<file path="config.mk">
export PLATFORM = sky130hd
export DESIGN_NAME = timer_keypad_ctrl
export DESIGN_NICKNAME = d
export VERILOG_FILES = /design/src/rtl/timer_keypad_ctrl_pkg.sv /design/src/rtl/timer_keypad_ctrl_debounce.sv /design/src/rtl/timer_keypad_ctrl.sv
export SDC_FILE = /design/constraint.sdc
export NUM_CORES = 1
export LEC_CHECK = 0
export ABC_CLOCK_PERIOD_IN_PS = 13200
export CORE_MARGIN = 2
export CORE_UTILIZATION = 55
export CTS_BUF_LIST = sky130_fd_sc_hd__clkbuf_4 sky130_fd_sc_hd__clkbuf_8
export CTS_CLUSTER_SIZE = 12
export DETAILED_ROUTE_END_ITERATION = 10
export PLACE_DENSITY = 0.73
export SLEW_MARGIN = 20
export SYNTH_ARGS = -nofsm -noshare
export SYNTH_HDL_FRONTEND = slang
export SYNTH_SLANG_ARGS = --single-unit
</file>
<file path="constraint.sdc">
create_clock -name clk -period 13.2 [get_ports clk]
set_clock_uncertainty 0.05 [all_clocks]
set_input_delay 2.64 -clock clk [delete_from_list [all_inputs] [get_ports clk]]
set_output_delay 2.64 -clock clk [all_outputs]
set_load 0.02 [all_outputs]
</file>
<file path="src/rtl/timer_keypad_ctrl_pkg.sv">
// -----------------------------------------------------------------------------
// timer_keypad_ctrl_pkg
// Shared definitions for the keypad/panel controller of the countdown timer:
// controller state encoding, key index map into the debounced press vector,
// digit counter limit and small helpers for the digit encoder.
// -----------------------------------------------------------------------------
package timer_keypad_ctrl_pkg;

  typedef enum logic [1:0] {
    IDLE  = 2'd0,
    RUN   = 2'd1,
    PAUSE = 2'd2,
    DONE  = 2'd3
  } state_t;

  // Bits 0..9 of the press vector are the digit keys.
  localparam int NUM_DIGITS = 10;
  localparam int KEY_START  = 10;
  localparam int KEY_STOP   = 11;
  localparam int KEY_CLEAR  = 12;
  localparam int NUM_KEYS   = 13;

  // The digit counter saturates here; further digits are ignored.
  localparam logic [1:0] DIGIT_LIMIT = 2'd3;

  // True when exactly one digit press is present in the cycle.
  function automatic logic digit_onehot(input logic [NUM_DIGITS-1:0] p);
    int ones;
    ones = 0;
    for (int i = 0; i < NUM_DIGITS; i++) begin
      if (p[i]) ones++;
    end
    return (ones == 1);
  endfunction

  // Index of the set digit bit; only meaningful when digit_onehot() holds.
  function automatic logic [3:0] digit_encode(input logic [NUM_DIGITS-1:0] p);
    logic [3:0] idx;
    idx = 4'd0;
    for (int i = 0; i < NUM_DIGITS; i++) begin
      if (p[i]) idx = 4'(i);
    end
    return idx;
  endfunction

endpackage

</file>
<file path="src/rtl/timer_keypad_ctrl_debounce.sv">
// -----------------------------------------------------------------------------
// key_debounce
// Two-flop synchronizer followed by a stability counter for one raw key.
// The accepted level only changes after the synchronized level has differed
// from it for DEBOUNCE_CYCLES consecutive cycles; press is a single-cycle
// pulse on the cycle a new high level is accepted.
// Ports:
//   clk, rst_n  - clock, asynchronous active-low reset
//   key_raw     - raw key level, asynchronous to clk
//   press       - one-cycle press pulse
// -----------------------------------------------------------------------------
module key_debounce #(
  parameter int DEBOUNCE_CYCLES = 8
) (
  input  logic clk,
  input  logic rst_n,
  input  logic key_raw,
  output logic press
);

  localparam int CW = (DEBOUNCE_CYCLES > 1) ? $clog2(DEBOUNCE_CYCLES) : 1;

  logic          sync1_reg;
  logic          sync2_reg;
  logic          level_reg;
  logic          press_reg;
  logic [CW-1:0] cnt_reg;

  always_ff @(posedge clk or negedge rst_n) begin
    if (!rst_n) begin
      sync1_reg <= 1'b0;
      sync2_reg <= 1'b0;
      level_reg <= 1'b0;
      press_reg <= 1'b0;
      cnt_reg   <= '0;
    end else begin
      sync1_reg <= key_raw;
      sync2_reg <= sync1_reg;
      press_reg <= 1'b0;
      if (sync2_reg == level_reg) begin
        // Any return to the accepted level restarts the stability window.
        cnt_reg <= '0;
      end else if (cnt_reg == CW'(DEBOUNCE_CYCLES - 1)) begin
        level_reg <= sync2_reg;
        cnt_reg   <= '0;
        press_reg <= sync2_reg;
      end else begin
        cnt_reg <= cnt_reg + 1'b1;
      end
    end
  end

  assign press = press_reg;

endmodule

</file>
<file path="src/rtl/timer_keypad_ctrl.sv">
// -----------------------------------------------------------------------------
// timer_keypad_ctrl
// Drives the countdown timer's command interface from keypad and panel
// buttons: debounced digit entry (up to three BCD digits shifted in), a
// run/pause/done machine, the divided decrement enable and the done beep.
// Ports:
//   clk, rst_n          - clock, asynchronous active-low reset
//   key_digit[9:0]      - raw digit keys
//   key_start/stop/clear- raw panel buttons
//   door_closed         - interlock level (synchronized, not debounced)
//   zerado              - timer shows 0:00
//   data[3:0], load     - BCD digit and its one-cycle shift-in pulse
//   en                  - one-cycle decrement pulse
//   clear               - one-cycle timer clear pulse
//   mag_on, beep        - decoded RUN / DONE
// -----------------------------------------------------------------------------
module timer_keypad_ctrl
  import timer_keypad_ctrl_pkg::*;
#(
  parameter int DEBOUNCE_CYCLES = 8,
  parameter int TICK_DIV        = 50_000_000,
  parameter int BEEP_CYCLES     = 100_000_000
) (
  input  logic       clk,
  input  logic       rst_n,
  input  logic [9:0] key_digit,
  input  logic       key_start,
  input  logic       key_stop,
  input  logic       key_clear,
  input  logic       door_closed,
  input  logic       zerado,
  output logic [3:0] data,
  output logic       load,
  output logic       en,
  output logic       clear,
  output logic       mag_on,
  output logic       beep
);

  localparam int TW = (TICK_DIV > 1)    ? $clog2(TICK_DIV)    : 1;
  localparam int BW = (BEEP_CYCLES > 1) ? $clog2(BEEP_CYCLES) : 1;

  logic [NUM_KEYS-1:0] keys_raw;
  logic [NUM_KEYS-1:0] press_vec;

  assign keys_raw = {key_clear, key_stop, key_start, key_digit};

  generate
    for (genvar gi = 0; gi < NUM_KEYS; gi++) begin : g_key
      key_debounce #(
        .DEBOUNCE_CYCLES(DEBOUNCE_CYCLES)
      ) u_key (
        .clk    (clk),
        .rst_n  (rst_n),
        .key_raw(keys_raw[gi]),
        .press  (press_vec[gi])
      );
    end
  endgenerate

  logic door1_reg, door2_reg;

  state_t        state_reg, state_next;
  logic [1:0]    digit_cnt_reg, digit_cnt_next;
  logic [3:0]    data_reg, data_next;
  logic          load_reg, load_next;
  logic          clear_reg, clear_next;
  logic          en_reg;
  logic [TW-1:0] tick_cnt_reg;
  logic [BW-1:0] beep_cnt_reg;

  logic start_p, stop_p, clear_p, tick, beep_done, can_run;

  assign start_p   = press_vec[KEY_START];
  assign stop_p    = press_vec[KEY_STOP];
  assign clear_p   = press_vec[KEY_CLEAR];
  assign can_run   = start_p && door2_reg && !zerado;
  assign tick      = (state_reg == RUN) && (tick_cnt_reg == TW'(TICK_DIV - 1));
  assign beep_done = (beep_cnt_reg == BW'(BEEP_CYCLES - 1));

  // Event priority: clear > (stop | door open) > zerado > start > digit.
  always_comb begin
    state_next     = state_reg;
    digit_cnt_next = digit_cnt_reg;
    data_next      = data_reg;
    load_next      = 1'b0;
    clear_next     = 1'b0;
    if (clear_p) begin
      state_next     = IDLE;
      digit_cnt_next = 2'd0;
      clear_next     = 1'b1;
    end else begin
      case (state_reg)
        IDLE: begin
          if (can_run) begin
            state_next = RUN;
          end else if (!start_p && digit_onehot(press_vec[9:0]) &&
                       (digit_cnt_reg < DIGIT_LIMIT)) begin
            load_next      = 1'b1;
            data_next      = digit_encode(press_vec[9:0]);
            digit_cnt_next = digit_cnt_reg + 2'd1;
          end
        end
        RUN: begin
          if (stop_p || !door2_reg) state_next = PAUSE;
          else if (zerado)          state_next = DONE;
        end
        PAUSE: begin
          if (can_run) state_next = RUN;
        end
        DONE: begin
          if (beep_done || (|press_vec)) begin
            state_next     = IDLE;
            digit_cnt_next = 2'd0;
          end
        end
        default: state_next = IDLE;
      endcase
    end
  end

  always_ff @(posedge clk or negedge rst_n) begin
    if (!rst_n) begin
      door1_reg     <= 1'b0;
      door2_reg     <= 1'b0;
      state_reg     <= IDLE;
      digit_cnt_reg <= 2'd0;
      data_reg      <= 4'd0;
      load_reg      <= 1'b0;
      clear_reg     <= 1'b0;
      en_reg        <= 1'b0;
      tick_cnt_reg  <= '0;
      beep_cnt_reg  <= '0;
    end else begin
      door1_reg     <= door_closed;
      door2_reg     <= door1_reg;
      state_reg     <= state_next;
      digit_cnt_reg <= digit_cnt_next;
      data_reg      <= data_next;
      load_reg      <= load_next;
      clear_reg     <= clear_next;
      en_reg        <= tick && !zerado;
      // Held at zero outside RUN, so every entry into RUN (and any partial
      // count left by a pause) starts a full tick period.
      if (state_reg != RUN || tick) tick_cnt_reg <= '0;
      else                          tick_cnt_reg <= tick_cnt_reg + 1'b1;
      if (state_reg == DONE) beep_cnt_reg <= beep_cnt_reg + 1'b1;
      else                   beep_cnt_reg <= '0;
    end
  end

  assign data   = data_reg;
  assign load   = load_reg;
  assign clear  = clear_reg;
  assign en     = en_reg;
  assign mag_on = (state_reg == RUN);
  assign beep   = (state_reg == DONE);

endmodule

</file>
==> results.py <==
metrics = {
    "final_layout": {
        "nNetsFinal": 763,
        "fillers": 1088,
        "largest_reg_flops": 39,
        "finalInstanceArea_mm2": 0.00830,
        "layout_common_cells": "dfrtp_1, nor2_1, nand2_1",
        "diodes": 0,
        "final_common_cell": "dfrtp_1",
        "drive_above_1_share_pct": 7.82,
        "area_growth_pct": 11.4,
    },
    "worst_hold_path": {
        "hold_class": "reg2reg",
        "hold_path_depth": 0,
    },
    "synth": {
        "syn-mean-instance-area_um2": 11.1,
        "yosys_warnings": 0,
        "synth_cell_types": 62,
        "ys_async_sr_fraction_pct": 100,
        "seq_area_frac_synth_pct": 52.7,
        "ys_seq_elements": 157,
        "ys_dominant_reg_cell": "dfrtp_1",
        "synth_area_mm2": 0.00745,
        "synth_cells": 672,
        "syn-num-nets": 732,
        "synth_edf_count": 0,
    },
    "timing": {
        "post-route-period-util_pct": 49.5,
        "setup_viol": 0,
        "slew_headroom_pct": 35.6,
        "rsz0062_at_grt": "no",
        "report.final.slew_viol_count": 0,
        "fmax_ghz": 0.153,
        "worst_slew_pin_slew_ps": 966,
        "tns_ps": 0,
        "min_period_ps": 6540,
        "hold_viol": 0,
    },
    "critical_path": {
        "start_kind": "flop",
        "slowest_stage": "dfrtp_1",
        "crit_arrival_ps": 6830,
        "worstSetupEndpointType": "flop",
        "path_class": "reg2reg",
        "worst-path-stages": 34,
        "cpMostUsedCell": "ha_1",
        "worstRegToRegCells": 34,
        "crit_path_max_fanout": 5,
        "required_ps": 13490,
        "crit_buf_inv": 5,
        "cp_top_family": "adder cells",
        "max_stage_delay_ps": 390,
    },
    "route": {
        "via_per_inst": 5.40,
        "drc": 0,
        "met3_length_um": 377,
        "wl_per_cell_um": 14.2,
        "top_layer": "met4",
        "final_antenna_net_count": 0,
        "wl_met1_mm": 6.07,
        "drt_wl_total_mm": 12.6,
        "first_pass_iters": 4,
        "route.met2.wl_mm": 6.05,
        "vias": 4813,
        "drt_iter0_drc": 199,
    },
    "global_route": {
        "grt_pass1_wl_mm": 22.1,
        "grt_max_degree": 93,
        "first_global_vias": 4821,
        "grt-ovfl-total": 0,
        "grtUsageTotal_pct": 19.1,
        "antenna_found_initial": 0,
    },
    "clock_network": {
        "cts_root_buf": "clkbuf_8",
        "cts_sinks": 157,
        "cts.htree.levels": 4,
        "cts_hold_buf": 0,
        "cts_inserted_buffers": 17,
        "clkTransAtPathRegs_ps": 90,
        "cts_buffer_depth": 2,
        "post_cts_buffers": 0,
        "cts_resized": 0,
        "cts_tree": "done",
        "clk_latency_ps": 450,
    },
    "placement": {
        "postPlaceCellArea_mm2": 0.00786,
        "dpl.hpwl_mm": 8.69,
        "routabilityCongestion": 0.831,
        "portBuffers": 25,
    },
    "die": {
        "coreArea_mm2": 0.0132,
        "dieWidth_um": 120,
        "ios": 26,
        "die_h_um": 120,
        "initial_utilization_pct": 56.3,
        "dieArea_mm2": 0.0145,
        "num_rows": 42,
    },
    "power_and_ir_drop": {
        "p_per_area_mw_per_mm2": 148,
        "p_leak_nw": 3.95,
        "peakVddDrop_v": 0.000127,
    },
    "run_status": {
        "status": "complete, no violations",
    },
    "run": {
        "max-cap-violations": 0,
    },
}
kinds of logic (layout without fill, tap and decap cells):
| family | count (synthesis) | count (layout) | share of synthesized area (%) |
|---|---|---|---|
| and+or+nand+nor | 277 | 277 | 20.3 |
| DFF | 157 | 157 | 52.7 |
| xor gates and xnor gates | 74 | 74 | 9.51 |
| AOI/OAI and AO/OA | 72 | 72 | 6.60 |
| adders and majority gates | 43 | 43 | 7.22 |
| buffers and inverters | 40 | 84 | 2.27 |
| muxes | 9 | 9 | 1.34 |
cells in the mapped netlist (2+ instances only):
master	n	area, µm²
xnor2_1	31	272
nand3_1	29	145
or3_1	9	56.3
ha_1	43	538
and3b_1	4	35.0
inv_1	26	97.6
nand2b_1	5	31.3
xor2_1	39	342
nor2_1	53	199
mux2_2	8	90.1
nand4_1	9	56.3
and4_1	2	17.5
o211ai_1	3	22.5
o21bai_1	3	22.5
a211oi_1	2	15.0
a22o_1	2	17.5
nor4_1	4	25.0
and2_1	45	282
a21oi_1	8	40.0
and3_1	15	93.8
nor2b_1	10	62.6
o21ai_0	24	120
or2_2	5	31.3
nor4bb_1	2	20.0
nor4b_1	2	17.5
o21a_1	4	30.0
a21boi_0	7	52.6
o31ai_1	2	15.0
buf_4	3	22.5
or4_1	4	30.0
o311ai_0	2	17.5
dfrtp_1	157	3930
nor3b_1	13	97.6
a211o_1	3	26.3
clkbuf_1	10	37.5
nor3_1	11	55.1
nand2_1	48	180
cell type report:
cell class              count  area, µm²  share of cell area [%]
clock buffers              18        248                    2.99
flip-flops and latches    157       3930                    47.3
repair buffers             26        259                    3.12
clock inverters            14        194                    2.34
multi-input cells         475       3350                    40.4
well taps                 176        220                    2.65
inverters                  26       97.6                    1.18
path summary, 6_finish.rpt:
path / slack [ps] / startpoint / endpoint
worst max-delay path: 6660 / g_key[1].u_key.press / data[2]
worst min-delay path: 300 / g_key[5].u_key.sync1_reg / g_key[5].u_key.sync2_reg
worst max register to register: 6660 / g_key[1].u_key.press / data[2]
worst min register to register: 300 / g_key[5].u_key.sync1_reg / g_key[5].u_key.sync2_reg
max in group asynchronous: 9570 / rst_n / g_key[1].u_key.cnt_reg[2]
min in group asynchronous: 2210 / rst_n / beep_cnt_reg[6]
through the flow:
step                      hold WS (ps)  power [mW]  std cells  setup slack [ps]  utilization (%)
after CTS                          306        1.24        892              6640             62.7
after global placement             282       0.824        860              6920             59.3
after floorplan                    281       0.774        672              7270                -
after detailed placement           285       0.848        860              6680             59.3
after global routing               311        1.31        892              6070             62.7
final                              305        1.23        892              6660             62.7
power by group:
part / internal [mW] / leakage [nW] / switching (mW)
Combinational: 0.110 / 1.64 / 0.121
Sequential: 0.558 / 2.08 / 0.0495
Clock: 0.200 / 0.224 / 0.194
per-layer routing:
layer  GRT usage (%)  vias to the layer above
met5               0                        -
met4            5.89                        0
met3            5.24                       13
met2            30.3                       45
met1            25.7                     2396
li1                -                     2359
Note: power is estimated with default switching activity, not from simulation.
